==> src/rtl/alarm_ring_sequencer.sv <==
// Alarm ring sequencer: beeps the buzzer on a fixed on/off cadence after a ring
// request, handles stop and limited snooze, and auto-stops an unattended ring.
module alarm_ring_sequencer #(
  parameter int BEEP_ON_MS     = 200,
  parameter int BEEP_OFF_MS    = 300,
  parameter int RING_TIMEOUT_S = 60,
  parameter int SNOOZE_S       = 300,
  parameter int MAX_SNOOZE     = 3
) (
  input  logic       clk_1k,
  input  logic       rst,
  input  logic       tick_1hz,
  input  logic       ring_req,
  input  logic       btn_stop,
  input  logic       btn_snooze,
  output logic       buzzer,
  output logic       ring_active,
  output logic       snoozing,
  output logic [8:0] snooze_left,
  output logic [1:0] snooze_count,
  output logic       ring_done,
  output logic       timed_out
);

  typedef enum logic [1:0] {
    IDLE     = 2'd0,
    RING_ON  = 2'd1,
    RING_OFF = 2'd2,
    SNOOZE   = 2'd3
  } state_t;

  localparam logic [9:0] ON_LAST    = 10'(BEEP_ON_MS - 1);
  localparam logic [9:0] OFF_LAST   = 10'(BEEP_OFF_MS - 1);
  localparam logic [6:0] RING_LAST  = 7'(RING_TIMEOUT_S - 1);
  localparam logic [8:0] SNOOZE_LEN = 9'(SNOOZE_S);
  localparam logic [1:0] SNOOZE_MAX = 2'(MAX_SNOOZE);

  state_t     state, state_d;
  logic [9:0] beep_cnt, beep_cnt_d;
  logic [6:0] ring_sec, ring_sec_d;
  logic [8:0] snooze_left_d;
  logic [1:0] snooze_count_d;
  logic       buzzer_d, ring_active_d, snoozing_d, ring_done_d, timed_out_d;

  logic       ringing, stop_ev, snooze_ev, timeout_ev, wake_ev;
  logic [9:0] phase_last;

  // Event decode, already filtered by state so priority below stays simple.
  always_comb begin
    ringing    = (state == RING_ON) || (state == RING_OFF);
    stop_ev    = btn_stop && (state != IDLE);
    snooze_ev  = btn_snooze && ringing && (snooze_count < SNOOZE_MAX);
    timeout_ev = ringing && tick_1hz && (ring_sec == RING_LAST);
    wake_ev    = (state == SNOOZE) && tick_1hz && (snooze_left == 9'd1);
    phase_last = (state == RING_ON) ? ON_LAST : OFF_LAST;
  end

  always_ff @(posedge clk_1k or posedge rst) begin
    if (rst) begin
      state        <= IDLE;
      beep_cnt     <= '0;
      ring_sec     <= '0;
      snooze_left  <= '0;
      snooze_count <= '0;
      buzzer       <= 1'b0;
      ring_active  <= 1'b0;
      snoozing     <= 1'b0;
      ring_done    <= 1'b0;
      timed_out    <= 1'b0;
    end else begin
      state        <= state_d;
      beep_cnt     <= beep_cnt_d;
      ring_sec     <= ring_sec_d;
      snooze_left  <= snooze_left_d;
      snooze_count <= snooze_count_d;
      buzzer       <= buzzer_d;
      ring_active  <= ring_active_d;
      snoozing     <= snoozing_d;
      ring_done    <= ring_done_d;
      timed_out    <= timed_out_d;
    end
  end

  // Next state and counters; order of the if-chain encodes event priority.
  always_comb begin
    state_d        = state;
    beep_cnt_d     = beep_cnt;
    ring_sec_d     = ring_sec;
    snooze_left_d  = snooze_left;
    snooze_count_d = snooze_count;
    case (state)
      IDLE: begin
        if (ring_req) begin
          state_d        = RING_ON;
          beep_cnt_d     = '0;
          ring_sec_d     = '0;
          snooze_count_d = '0;
        end
      end
      RING_ON, RING_OFF: begin
        if (stop_ev) begin
          state_d        = IDLE;
          beep_cnt_d     = '0;
          ring_sec_d     = '0;
          snooze_count_d = '0;
        end else if (snooze_ev) begin
          state_d        = SNOOZE;
          beep_cnt_d     = '0;
          ring_sec_d     = '0;
          snooze_left_d  = SNOOZE_LEN;
          snooze_count_d = snooze_count + 2'd1;
        end else if (timeout_ev) begin
          state_d    = IDLE;
          beep_cnt_d = '0;
          ring_sec_d = '0;
        end else begin
          if (tick_1hz) ring_sec_d = ring_sec + 7'd1;
          if (beep_cnt == phase_last) begin
            beep_cnt_d = '0;
            state_d    = (state == RING_ON) ? RING_OFF : RING_ON;
          end else begin
            beep_cnt_d = beep_cnt + 10'd1;
          end
        end
      end
      SNOOZE: begin
        if (stop_ev) begin
          state_d        = IDLE;
          snooze_left_d  = '0;
          snooze_count_d = '0;
        end else if (wake_ev) begin
          state_d       = RING_ON;
          snooze_left_d = '0;
          beep_cnt_d    = '0;
          ring_sec_d    = '0;
        end else if (tick_1hz) begin
          snooze_left_d = snooze_left - 9'd1;
        end
      end
      default: state_d = IDLE;
    endcase
  end

  // Output values are derived from the next state so they register in step with it.
  always_comb begin
    buzzer_d      = (state_d == RING_ON);
    ring_active_d = (state_d == RING_ON) || (state_d == RING_OFF);
    snoozing_d    = (state_d == SNOOZE);
    ring_done_d   = stop_ev || (timeout_ev && !snooze_ev);
    timed_out_d   = timed_out;
    if (state == IDLE && ring_req) timed_out_d = 1'b0;
    else if (timeout_ev && !stop_ev && !snooze_ev) timed_out_d = 1'b1;
  end

endmodule

==> config.mk <==
export PLATFORM = sky130hd
export DESIGN_NAME = alarm_ring_sequencer
export DESIGN_NICKNAME = d
export VERILOG_FILES = /design/src/rtl/alarm_ring_sequencer.sv
export SDC_FILE = /design/constraint.sdc
export NUM_CORES = 1
export LEC_CHECK = 0
export ABC_AREA = 1
export BUFFER_PORTS_ARGS = -buffer_cell sky130_fd_sc_hd__buf_2
export CORE_MARGIN = 2
export CORE_UTILIZATION = 40
export DETAILED_ROUTE_END_ITERATION = 12
export GPL_TIMING_DRIVEN = 0
export SYNTH_ARGS = -nofsm -noshare
export SYNTH_HDL_FRONTEND = slang
export SYNTH_SLANG_ARGS = --single-unit
==> constraint.sdc <==
create_clock -name clk_1k -period 4.7 [get_ports clk_1k]
set_input_delay 0.47 -clock clk_1k [delete_from_list [all_inputs] [get_ports clk_1k]]
set_output_delay 0.47 -clock clk_1k [all_outputs]
set_load 0.05 [all_outputs]
# [Word level (Yosys, flattened, before mapping)]
# Cells that the tools add are included.
[totals] regBits=35 in_bits=6 output_inout_bits=16 elab_cells=97
[classes] add_sub_neg=4 magnitude_cmp=1 n_eq_ne=18 n_mux=39 n_reduce_logical=25
[op_table] op="2-to-1 mux 10 bit" count=7
[op_table] op="2-to-1 mux 9 bit" count=6
[op_table] op="2-to-1 mux 7 bit" count=7
[op_table] op="case mux 10 bit (3 select lines)" count=1
[op_table] op="2-to-1 mux 2 bit" count=12
[op_table] op="case mux 7 bit (3 select lines)" count=1
[op_table] op="case mux 9 bit (2 select lines)" count=1
[op_table] op="inequality test 2 bit, second input constant" count=6
[op_table] op="case mux 2 bit (3 select lines)" count=2
[op_table] op="logical AND 1 bit" count=11
[op_table] op="adder 10 x 1 -> 10 bit, second input constant" count=1
[op_table] op="== test 10 x 9 -> 1 bit" count=1
[op_table] op="== test 9 x 1 -> 1 bit, second input constant" count=1
[op_table] op="subtractor 9 x 1 -> 9 bit, second input constant" count=1
[op_table] op="== test 2 bit, second input constant" count=4
[op_table] op="AND reduction 4 bit" count=2
[op_table] op="adder 7 x 1 -> 7 bit, second input constant" count=1
[op_table] op="== test 7 x 6 -> 1 bit, second input constant" count=1
[op_table] op="AND reduction 3 bit" count=2
[op_table] op="nonzero test 2 bit" count=3
[op_table] op="inequality test 5 bit, second input constant" count=1
[op_table] op="== test 2 x 1 -> 1 bit, second input constant" count=2
[op_table] op="inequality test 4 bit, second input constant" count=1
[op_table] op="logical OR 1 bit" count=3
[op_table] op="7 further kinds" count=9

# [Longest topological paths before layout]
[depth] depth_word=10 ltp_mapped=14 mapped_depth_nobuf=14

# [Worst setup path before layout]
# Ideal clock, no wire load.
[synth_path] path_kind="flip-flop to flip-flop" start="register snooze_left[1]" end="register ring_active" setup_ns=0.113 arrival_time_ns=1.903 required_ns=4.587 path_slack_ns=2.684 stages_incl_launch_ff=15 n_path_buf=0 period_less_slack_ns=2.016 cell_sequence="dfrtp_1 > inv_1 > ha_1 > inv_1 > nor2_1 > nand3_2 > nor2_4 > nor2_2 > nand2_1 > inv_1 > nand2_1 > nand2_1 > a21oi_1 > ha_1 > inv_1"
[synth_between] elab_chain_cells=7 elab_cells_between_ends=8 cone_classes="3 x eq/ne; 3 x mux; 2 x reduce/logical"
[synth_lines] element="start, declared" line="19" source="output logic [8:0] snooze_left,"
[synth_lines] element="start signal, assigned" line="74" source="snooze_left <= snooze_left_d;"
[synth_lines] element="== test 9 x 1 -> 1 bit (*)" line="54" source="wake_ev = (state == SNOOZE) && tick_1hz && (snooze_left == 9'd1);"
[synth_lines] element="logical AND 1 bit (*)" line="54"
[synth_lines] element="2-to-1 mux 2 bit (*)" line="131" source="end else if (wake_ev) begin"
[synth_lines] element="2-to-1 mux 2 bit (*)" line="127" source="if (stop_ev) begin"
[synth_lines] element="case mux 2 bit (3 select lines) (*)" line="91" source="case (state)"
[synth_lines] element="== test 2 x 1 -> 1 bit or == test 2 bit (tied branches)" line="147" source="ring_active_d = (state_d == RING_ON) || (state_d == RING_OFF);"
[synth_lines] element="logical OR 1 bit (*)" line="147"
[synth_lines] element="named net ring_active_d" line="43" source="logic buzzer_d, ring_active_d, snoozing_d, ring_done_d, timed_out_d;"
[synth_lines] element="end signal, assigned" line="77" source="ring_active <= ring_active_d;"
[synth_lines] element="end, declared" line="17" source="output logic ring_active,"
# Mark *: on every way through the listed nets, which the timed path passes. The rest lies on a longest branch.
# A chain may end at the register's enable or synchronous reset.

# [Worst setup path in the final report]
[layout_path] start="register state[0]" end="register ring_sec[5]"
[layout_between] elab_chain_cells=8 elab_cells_between_ends=23 cone_classes="7 x eq/ne; 4 x mux; 12 x reduce/logical"
[layout_lines] element="start, declared" line="38" source="state_t state, state_d;"
[layout_lines] element="start signal, assigned" line="71" source="state <= state_d;"
[layout_lines] element="== test 2 x 1 -> 1 bit or == test 2 bit (tied branches)" line="50, 91"
[layout_lines] element="logical OR 1 bit" line="50" source="ringing = (state == RING_ON) || (state == RING_OFF);"
[layout_lines] element="logical AND 1 bit (2 in a row)" line="53" source="timeout_ev = ringing && tick_1hz && (ring_sec == RING_LAST);"
[layout_lines] element="2-to-1 mux 7 bit" line="112" source="end else if (timeout_ev) begin"
[layout_lines] element="2-to-1 mux 7 bit" line="106" source="end else if (snooze_ev) begin"
[layout_lines] element="2-to-1 mux 7 bit" line="101" source="if (stop_ev) begin"
[layout_lines] element="case mux 7 bit (3 select lines)" line="91"
[layout_lines] element="end signal, assigned" line="73" source="ring_sec <= ring_sec_d;"
[layout_lines] element="end, declared" line="40" source="logic [6:0] ring_sec, ring_sec_d;"
# Several ways; a longest one is shown, not always the timed one.

==> flow_summary.ini <==
[cts]
cts_resized = 0
holdBufCountCts = 0
h-tree-depth = 2
cts_tree = built
clkSinkCount = 35
cts_buffer_depth = 2
cts_made_buffers = 5
cts_setup_buffers = 0
clkLatencyLatePin_ns = 0.29
clkTransAtPathRegs_ns = 0.08
cts-root-buf = clkbuf_8

[die]
core-area_mm2 = 0.00541
rows = 27
die_h_um = 78.2
die_w_um = 78.2
num_io_pins = 22
initial_utilization_pct = 40.8
dieArea_mm2 = 0.00612

[synth]
ys_top_cells_by_area = dfrtp_1 (40%), nand2_1 (11%), inv_1 (8.9%)
avgSynthCellArea_um2 = 7.52
synth_top_area_share_pct = 39.7
syn-cell-area_mm2 = 0.00220
yosys_most_used_dff = dfrtp_1
synth_seq_cells = 35
syn_inst = 293
synth.most_common_cell = nand2_1
synth_commonest_cells = nand2_1 (62), inv_1 (52), dfrtp_1 (35)
yosysTopAreaCell = dfrtp_1
yosysWarnings = 0
synthArstFlopShare_pct = 100
synth.distinct_cells = 33
synth-edff-count = 0
synth_nets = 310
yosysSeqAreaShare_pct = 39.7

[pwr]
p_per_area_mw_per_mm2 = 641
ir_drop_mv = 0.281
p_leak_nw = 1.30

[sta]
fmaxAchievable_mhz = 455
fin_crit_ns = 2.20
skew_ns = 0.00924
finalSetupViolCount = 0
rsz0062_at_grt = no
worst_slew_pin_slew_ns = 0.757
final_max_slew_viol_count = 0
hold_viol = 0
final.setup.tns_ns = 0
max-slew-margin-rel_pct = 49.5
fin_crit_sh_pct = 46.8

[final_layout]
nFillCells = 554
stdcell_area_mm2 = 0.00249
fin_nets = 338
final_layout_size_suffix_gt1_share_pct = 17.4
antenna-diode-count = 0
syn2layout_area_growth_pct = 12.9

[routing]
antenna_left = 0
routedWlPerCell_um = 11.2
vias = 1872
routed_via_density = 4.75
first_iter_violations = 59
wirelength_um = 4400
route.detailed.drc = 0
firstDrtPassIters = 4

[global_routing]
grt_max_degree = 36
grt_pass1_wl_um = 8190
gr-total-overflow = 0
grt_pass1_vias = 1796
grt_use_total_pct = 16.6
antenna_found_initial = 0

[status]
status = completed

[critical_path]
arrival_ns = 2.43
reg2reg_from = state[0]
crit_start = state[0]
path_class = reg -> reg
crit_path_end_kind = flip-flop
cp_max_fo = 9
start_kind = flip-flop
required_ns = 4.93

[worst_hold_path]
worstHoldPathType = in -> async

[run]
drv_cap = 0

[place]
dpl-instance-area_mm2 = 0.00240
io_buffers = 21
dp_hpwl_um = 3340
routabilityCongestion = 0.809
## state kept, by name (all words and copies together) (netlist names)
register / count
snooze_count: 2
timed_out: 1
snoozing: 1
ring_done: 1
snooze_left: 9
state: 2
beep_cnt: 10
ring_active: 1
buzzer: 1
ring_sec: 7
## layout by cell type (no fill, tap or decap), drive strengths merged, types with 2 or more instances in the layout
cell and n:
nand2 69, inv 57, dfrtp 35, nor2 31
o21ai 28, nand3 26, buf 23, ha 11
a21oi 9, nor3 7, clkbuf 5, nand4 4
xnor2 2, o211ai 2, clkinvlp 2
## where the power goes
group          internal (W)  switching, W
logic              0.000279      0.000664
clock network      0.000103      0.000119
registers          0.000376     0.0000560
total              0.000757      0.000839
## cell families after synthesis
| kind of cell | Yosys count | share of synthesized area [%] |
|---|---|---|
| xor+xnor | 3 | 1.19 |
| simple gates | 140 | 30.1 |
| flops | 35 | 39.7 |
| fa+ha+maj | 11 | 6.24 |
| buf+inv | 59 | 10.7 |
| compound gates | 45 | 12.0 |
## through the flow
stage	instances	power (W)	hold WS (ns)	setup WS (ns)	utilization, %
after floorplan	293	0.00119	0.474	2.68	-
after global placement	386	0.00138	0.502	2.50	44.4
after detailed placement	386	0.00139	0.497	2.49	44.4
after CTS	394	0.00162	0.337	2.45	46.0
after global routing	394	0.00176	0.377	2.20	46.0
final	394	0.00160	0.304	2.50	46.0
## final cells by class
cell class | count | area [um^2] | area share [%]
Buffer | 2 | 22.5 | 0.905
Sequential cell | 35 | 876 | 35.2
Multi-Input combinational cell | 199 | 1090 | 43.9
Clock buffer | 5 | 68.8 | 2.77
Timing Repair Buffer | 21 | 105 | 4.22
Clock inverter | 3 | 20.0 | 0.804
Inverter | 57 | 214 | 8.60
Tap cell | 72 | 90.1 | 3.62
## final timing paths
kind | to | slack [ns] | cells after the start
min in group clk_1k | timed_out | 0.40 | 2
hold reg to reg | ring_sec[6] | 0.52 | 2
hold / removal | beep_cnt[2] | 0.30 | 2
setup reg to reg | ring_sec[5] | 2.50 | 13
setup / recovery | ring_sec[5] | 2.50 | 13
max in group asynchronous | ring_sec[5] | 3.91 | 2
## layer usage
metal,routed length (um),global-route usage [%]
met1,2100,21.9
met4,61,6.49
met2,2150,27.5
met5,0,0
met3,89,2.41
## worst max-delay path: stages (launching register included)
cell	delay, ns
dfrtp_1	0.44
inv_1	0.09
ha_1	0.38
nand2_1	0.09
nor2_1	0.05
inv_1	0.14
nand2_2	0.11
nor2_4	0.21
inv_2	0.07
o21ai_4	0.25
inv_2	0.10
nand2_2	0.08
o21ai_1	0.05
inv_1	0.06
No activity file was read; power rests on OpenSTA's default activity.
